## src/rtl/top.sv

```systemverilog
// Four-bit universal shift register (SISO/SIPO/PISO/PIPO) whose storage is a
// Hamming(7,4) codeword, corrected on read and re-encoded (scrubbed) every clock.
module top (
    input  logic       clk,
    input  logic       rst,
    input  logic       enable,
    input  logic [1:0] mode,
    input  logic       load,
    input  logic       siso_in,
    input  logic [3:0] parallel_in,
    output logic       siso_out,
    output logic [3:0] parallel_out
);

    localparam logic [1:0] MODE_SISO = 2'b00;
    localparam logic [1:0] MODE_SIPO = 2'b01;
    localparam logic [1:0] MODE_PISO = 2'b10;
    localparam logic [1:0] MODE_PIPO = 2'b11;

    // Codeword layout [6:0] = {D3, D2, D1, P4, D0, P2, P1}
    function automatic logic [6:0] hamming_encode(input logic [3:0] d);
        logic p1;
        logic p2;
        logic p4;
        p1 = d[0] ^ d[1] ^ d[3];
        p2 = d[0] ^ d[2] ^ d[3];
        p4 = d[1] ^ d[2] ^ d[3];
        return {d[3], d[2], d[1], p4, d[0], p2, p1};
    endfunction

    function automatic logic [2:0] hamming_syndrome(input logic [6:0] cw);
        logic s1;
        logic s2;
        logic s4;
        s1 = cw[0] ^ cw[2] ^ cw[4] ^ cw[6];
        s2 = cw[1] ^ cw[2] ^ cw[5] ^ cw[6];
        s4 = cw[3] ^ cw[4] ^ cw[5] ^ cw[6];
        return {s4, s2, s1};
    endfunction

    // Syndrome value names the 1-based position of the bit to invert.
    function automatic logic [3:0] hamming_correct(input logic [6:0] cw);
        logic [6:0] flip;
        logic [6:0] fixed;
        case (hamming_syndrome(cw))
            3'd1:    flip = 7'b000_0001;
            3'd2:    flip = 7'b000_0010;
            3'd3:    flip = 7'b000_0100;
            3'd4:    flip = 7'b000_1000;
            3'd5:    flip = 7'b001_0000;
            3'd6:    flip = 7'b010_0000;
            3'd7:    flip = 7'b100_0000;
            default: flip = 7'b000_0000;
        endcase
        fixed = cw ^ flip;
        return {fixed[6], fixed[5], fixed[4], fixed[2]};
    endfunction

    logic [6:0] reg_data;
    logic [6:0] reg_data_d;
    logic [3:0] data_s;
    logic [3:0] data_next_s;

    // Decode the stored codeword; outputs never see an uncorrected bit.
    always_comb begin
        data_s       = hamming_correct(reg_data);
        parallel_out = data_s;
        siso_out     = data_s[3];
    end

    // Next-data selection; load outranks enable in the parallel-load modes.
    always_comb begin
        data_next_s = data_s;
        case (mode)
            MODE_SISO, MODE_SIPO: begin
                if (enable) begin
                    data_next_s = {data_s[2:0], siso_in};
                end else begin
                    data_next_s = data_s;
                end
            end
            MODE_PISO: begin
                if (load) begin
                    data_next_s = parallel_in;
                end else if (enable) begin
                    data_next_s = {data_s[2:0], 1'b0};
                end else begin
                    data_next_s = data_s;
                end
            end
            MODE_PIPO: begin
                if (load) begin
                    data_next_s = parallel_in;
                end else begin
                    data_next_s = data_s;
                end
            end
            default: data_next_s = data_s;
        endcase
        reg_data_d = hamming_encode(data_next_s);
    end

    // Codeword register, rewritten every edge so single-bit upsets are scrubbed.
    always_ff @(posedge clk or negedge rst) begin
        if (!rst) begin
            reg_data <= 7'b000_0000;
        end else begin
            reg_data <= reg_data_d;
        end
    end

endmodule

```

## config.mk

```make
export PLATFORM = sky130hd
export DESIGN_NAME = top
export DESIGN_NICKNAME = d
export VERILOG_FILES = /design/src/rtl/top.sv
export SDC_FILE = /design/constraint.sdc
export NUM_CORES = 1
export LEC_CHECK = 0
export CELL_PAD_IN_SITES_DETAIL_PLACEMENT = 0
export CELL_PAD_IN_SITES_GLOBAL_PLACEMENT = 1
export CORE_AREA = 2 2 49 51
export CTS_BUF_LIST = sky130_fd_sc_hd__clkbuf_8
export DETAILED_ROUTE_END_ITERATION = 16
export DIE_AREA = 0 0 51 53
export PLACE_DENSITY_LB_ADDON = 0.1
export SYNTH_ARGS = -nofsm -noshare
export SYNTH_HDL_FRONTEND = slang
export SYNTH_SLANG_ARGS = --single-unit
```

## constraint.sdc

```tcl
create_clock -name clk -period 2.7 [get_ports clk]
set_clock_uncertainty 0.1 [all_clocks]
set_input_delay 0.405 -clock clk [delete_from_list [all_inputs] [get_ports clk]]
set_output_delay 0.405 -clock clk [all_outputs]
set_load 0.02 [all_outputs]
```

== Yosys cells after proc, flatten, opt, wreduce, memory -nomap -nowiden ==
Cells that the tools add are included.

* Eq/ne operators: 10
* Mux-type cells: 6
* Bitwise logic cells: 16
* Reduce and logical (&&, ||, !) cells: 2

{| class="wikitable"
|+ Operators by type and width
! cell !! count
|-
| case mux 7 bit (7 select lines) || 1
|-
| 2-to-1 mux 4 bit || 4
|-
| XOR 1 bit || 15
|-
| == test 3 bit, second input constant || 4
|-
| case mux 4 bit (3 select lines) || 1
|-
| XOR 7 bit || 1
|-
| == test 3 x 2 -> 1 bit, second input constant || 2
|-
| == test 2 bit, second input constant || 2
|-
| == test 3 x 1 -> 1 bit, second input constant || 1
|-
| == test 2 x 1 -> 1 bit, second input constant || 1
|-
| logical NOT 2 bit || 1
|-
| OR reduction 2 bit || 1
|}

* Bits in registers: 7
* Output and inout bits: 5
* Word-level logic and storage cells: 35

== Longest topological paths before layout ==
* Depth in word-level cells: 11
* Depth in mapped cells: 9

== Worst setup path before layout ==
No wires, ideal clock.

* Path kind: register -> register
* From: register reg_data[4]
* To: register reg_data[3]
* Library setup time: 0.145 ns
* Arrival time: 2.342 ns
* Slack: 0.113 ns
* Stages on the path, launching flop included: 9
* Path buffers: 1
* Cell sequence: dfrtp_1 -> clkbuf_8 -> xor3_2 -> xor2_2 -> a21oi_2 -> xor2_1 -> o221ai_1 -> xor2_1 -> xor2_1

* Cells in the longest elaborated chain, start to end: 11
* Elaborated cells between the ends (all ways): 21
* Classes of those cells: eq/ne (7); mux (6); bitwise (8)

{| class="wikitable"
|+ RTL lines
! element !! RTL line !! source
|-
| from (decl) || 59 || <nowiki>logic [6:0] reg_data;</nowiki>
|-
| from (signal assigned) || 108 || <nowiki>reg_data <= reg_data_d;</nowiki>
|-
| XOR 1 bit (3 in a row) || 37 || <nowiki>s4 = cw[3] ^ cw[4] ^ cw[5] ^ cw[6];</nowiki>
|-
| == test 3 bit, or another cell as far along || 45 || <nowiki>case (hamming_syndrome(cw))</nowiki>
|-
| case mux 7 bit (7 select lines) (*) || 45 ||
|-
| XOR 7 bit (*) || 55 || <nowiki>fixed = cw ^ flip;</nowiki>
|-
| named net parallel_out[2] || 12 || <nowiki>output logic [3:0] parallel_out</nowiki>
|-
| 2-to-1 mux 4 bit || 85 || <nowiki>end else if (enable) begin</nowiki>
|-
| 2-to-1 mux 4 bit || 83 || <nowiki>if (load) begin</nowiki>
|-
| case mux 4 bit (3 select lines) (*) || 74 || <nowiki>case (mode)</nowiki>
|-
| XOR 1 bit || 27 || <nowiki>p4 = d[1] ^ d[2] ^ d[3];</nowiki>
|-
| XOR 1 bit (*) || 27 ||
|-
| named net reg_data_d[3] || 60 || <nowiki>logic [6:0] reg_data_d;</nowiki>
|}

Mark *: on every way through the listed nets, which the timed path passes. The rest lies on a longest branch.

== Worst setup path after layout ==
* From: register reg_data[2]
* To: output parallel_out[2]

* Cells in the longest elaborated chain, start to end: 6
* Elaborated cells between the ends (all ways): 15
* Classes of those cells: eq/ne (7); mux (1); bitwise (7)

{| class="wikitable"
|+ RTL lines
! element !! RTL line
|-
| XOR 1 bit (on tied branches) (3 in a row) || 35, 36
|-
| == test 3 bit, or another cell as far along || 45
|-
| case mux 7 bit (7 select lines) (*) || 45
|-
| XOR 7 bit (*) || 55
|-
| to (decl) || 12
|}

Mark *: on every way between the ends. The rest lies on a longest branch, timed or not.

==> out/qor.json <==
{
  "placed_area_mm2": 0.00103,
  "gr-total-overflow": 0,
  "yosysUniqueCellTypes": 39,
  "grt_antenna_before_repair": 0,
  "finish.net_count": 134,
  "timing.hold.worst.class": "in2async",
  "hpwlAfterDp_um": 1590,
  "initial_utilization_pct": 38.1,
  "result_of_the_run": "finished, final reports clean",
  "cts_hold_buffers": 0,
  "ctsRootBufferMaster": "sky130_fd_sc_hd__clkbuf_8",
  "tritoncts": "yes",
  "wire_per_inst_um": 13.0,
  "timing.max_cap.violations": 0,
  "finalCoreUtilization_pct": 51.2,
  "path_buf_inv": 2,
  "cts.clk_slew.worst_paths_ns": 0.04,
  "ys_seq_elements": 7,
  "worstSkewPairLatency_ns": 0.22,
  "final.period_utilization_pct": 97.9,
  "largest_reg_flops": 7,
  "die_h_um": 53,
  "synthDominantAreaCellType": "sky130_fd_sc_hd__dfrtp_1",
  "routed_wirelength_um": 1940,
  "num_rows": 17,
  "cts.htree.levels": 1,
  "drive_gt1_share_pct": 26.2,
  "fillers": 219,
  "worst_setup_path_start_kind": "flip-flop",
  "ys_async_sr_fraction_pct": 100,
  "clock_sinks": 7,
  "cts-buffers-inserted": 3,
  "drt_iter0_markers": 17,
  "route.detailed.vias_per_inst": 5.05,
  "worst-slew-pin-transition_ns": 0.404,
  "via_count_of_the_first_global_routing_pass": 761,
  "ys_top_cells_by_area": "sky130_fd_sc_hd__dfrtp_1 21%, sky130_fd_sc_hd__xor2_1 6.4%, sky130_fd_sc_hd__clkbuf_8 5.0%",
  "horiz_die_dim_um": 51,
  "first_pass_iters": 4,
  "synthDominantCellAreaShare_pct": 21.4,
  "timing.critical_path.required_ns": 2.19,
  "cpMaxStageDelayCell": "sky130_fd_sc_hd__or3_1",
  "postSynthAreaPerCell_um2": 8.52,
  "path_cells": "buf_4 > xor2_2 > or3_1 > a21oi_2 > xor2_1 > clkdlybuf4s15_1",
  "vias": 757,
  "numPortBuffers": 15,
  "grt_max_degree": 12,
  "global_route_wire_length_before_repair_um": 3400,
  "postLayoutCellArea_mm2": 0.00110,
  "max_freq_mhz": 378,
  "report.final.hold_viol_count": 0,
  "timing_worst_setup_path_type": "reg2out",
  "layout_commonest_cell": "sky130_fd_sc_hd__buf_4",
  "largest-register": "reg_data",
  "ant_nets": 0,
  "synth_flop_cell": "sky130_fd_sc_hd__dfrtp_1",
  "worstSetupEndpointType": "primary output",
  "critPathMaxStageDelay_ns": 0.43,
  "critical_path_arrival_ns": 2.14,
  "yosysWarningCount": 0,
  "cell_type_group_with_the_largest_total_delay_on_the_critical_path": "buffers and inverters",
  "seq_area_frac_synth_pct": 21.4,
  "insertedDiodeCount": 0,
  "synth_area_um2": 818,
  "syn-instance-count": 96,
  "maxSlewViolCount": 0,
  "flow.area_growth_from_synthesis_pct": 34.4,
  "number_of_i_o_pins": 16,
  "clockBufferDepth": 2,
  "most_used_cells_in_the_layout_excluding_fill_and_tap_cells": "14 x sky130_fd_sc_hd__buf_4, 11 x sky130_fd_sc_hd__nand2_1, 10 x sky130_fd_sc_hd__clkdlybuf4s50_1",
  "relSlewSlack_pct": 73.0,
  "critical_path_peak_fanout": 8,
  "design.core.area_mm2": 0.00215,
  "global_route.usage.total_pct": 17.2,
  "gp_routability_congestion": 0.802,
  "synth-edff-count": 0,
  "leading_registers_by_flop_count": "reg_data x7",
  "final_period_minus_worst_setup_slack_ns": 2.64,
  "die_area_mm2": 0.00270,
  "drt_drc_violations_left": 0,
  "postSynthNetCount": 107,
  "setup_viol": 0
}
## per-stage QoR
stage                     TNS, ns  std cells  worst slack (ns)  hold slack, ns
after floorplan                 0         96             0.113         0.00941
after global placement    -0.0244        146           -0.0244           0.572
after detailed placement        0        146            0.0269           0.575
after CTS                       0        150            0.0467           0.336
after global routing      -0.0265        150           -0.0132           0.354
final                           0        150            0.0564           0.330
## synthesized netlist by cell type (all sizes together) (4+ instances only)
master  number
xnor2        4
nand2       11
a21oi        4
clkbuf       4
dfrtp        7
nor2b        4
xor2         8
o22ai        4
o21ai        6
inv          8
## layout make-up
cell class | count | area (µm²) | share of cell area, %
Inverter | 8 | 30.0 | 2.73
Tap cell | 28 | 35.0 | 3.19
Timing Repair Buffer | 29 | 253 | 23.0
Multi-Input combinational cell | 74 | 562 | 51.1
Clock buffer | 3 | 41.3 | 3.75
Clock inverter | 1 | 3.75 | 0.341
Sequential cell | 7 | 175 | 15.9
## final timing paths
kind	start	to	depth (start not counted)	slack [ns]
setup reg to reg	reg_data[2]	reg_data[3]	9	0.23
min in group clk	parallel_in[1]	reg_data[4]	3	0.70
hold reg to reg	reg_data[4]	reg_data[4]	3	0.83
hold / removal	rst	reg_data[5]	1	0.33
max in group asynchronous	rst	reg_data[4]	1	1.95
setup / recovery	reg_data[2]	parallel_out[2]	6	0.06
## worst register-to-register path, delay by kind of cell, from the launching register on
family / cells / cell delay [ns]
compound gates: 3 / 0.74
simple gates: 2 / 0.49
flops: 1 / 0.37
buf+inv: 2 / 0.34
xor+xnor: 2 / 0.30
## what timing repair did
item,4_1_cts,5_1_grt
gates resized for setup,5,7
setup endpoints to repair,5,7
setup buffers,0,0
## layer usage
layer	up-vias	GRT usage, %	wire (µm)
met5	-	0	0
met4	0	4.95	0
met3	0	3.95	94
met2	21	29.7	952
met1	347	21.3	896
li1	389	-	-
## cell families (layout without fill, tap and decap cells)
kind of cell    count (synthesis)  count (layout)  synth area share [%]
simple gates                   30              30                  19.0
mux                             2               2                  2.60
xor+xnor                       13              13                  18.7
flops                           7               7                  21.4
compound gates                 29              29                  25.5
buf+inv                        15              41                  12.8
Power is left out: the tool's default activity adds up to more than one toggle a clock period on the data nets, which glitch-free logic cannot reach.
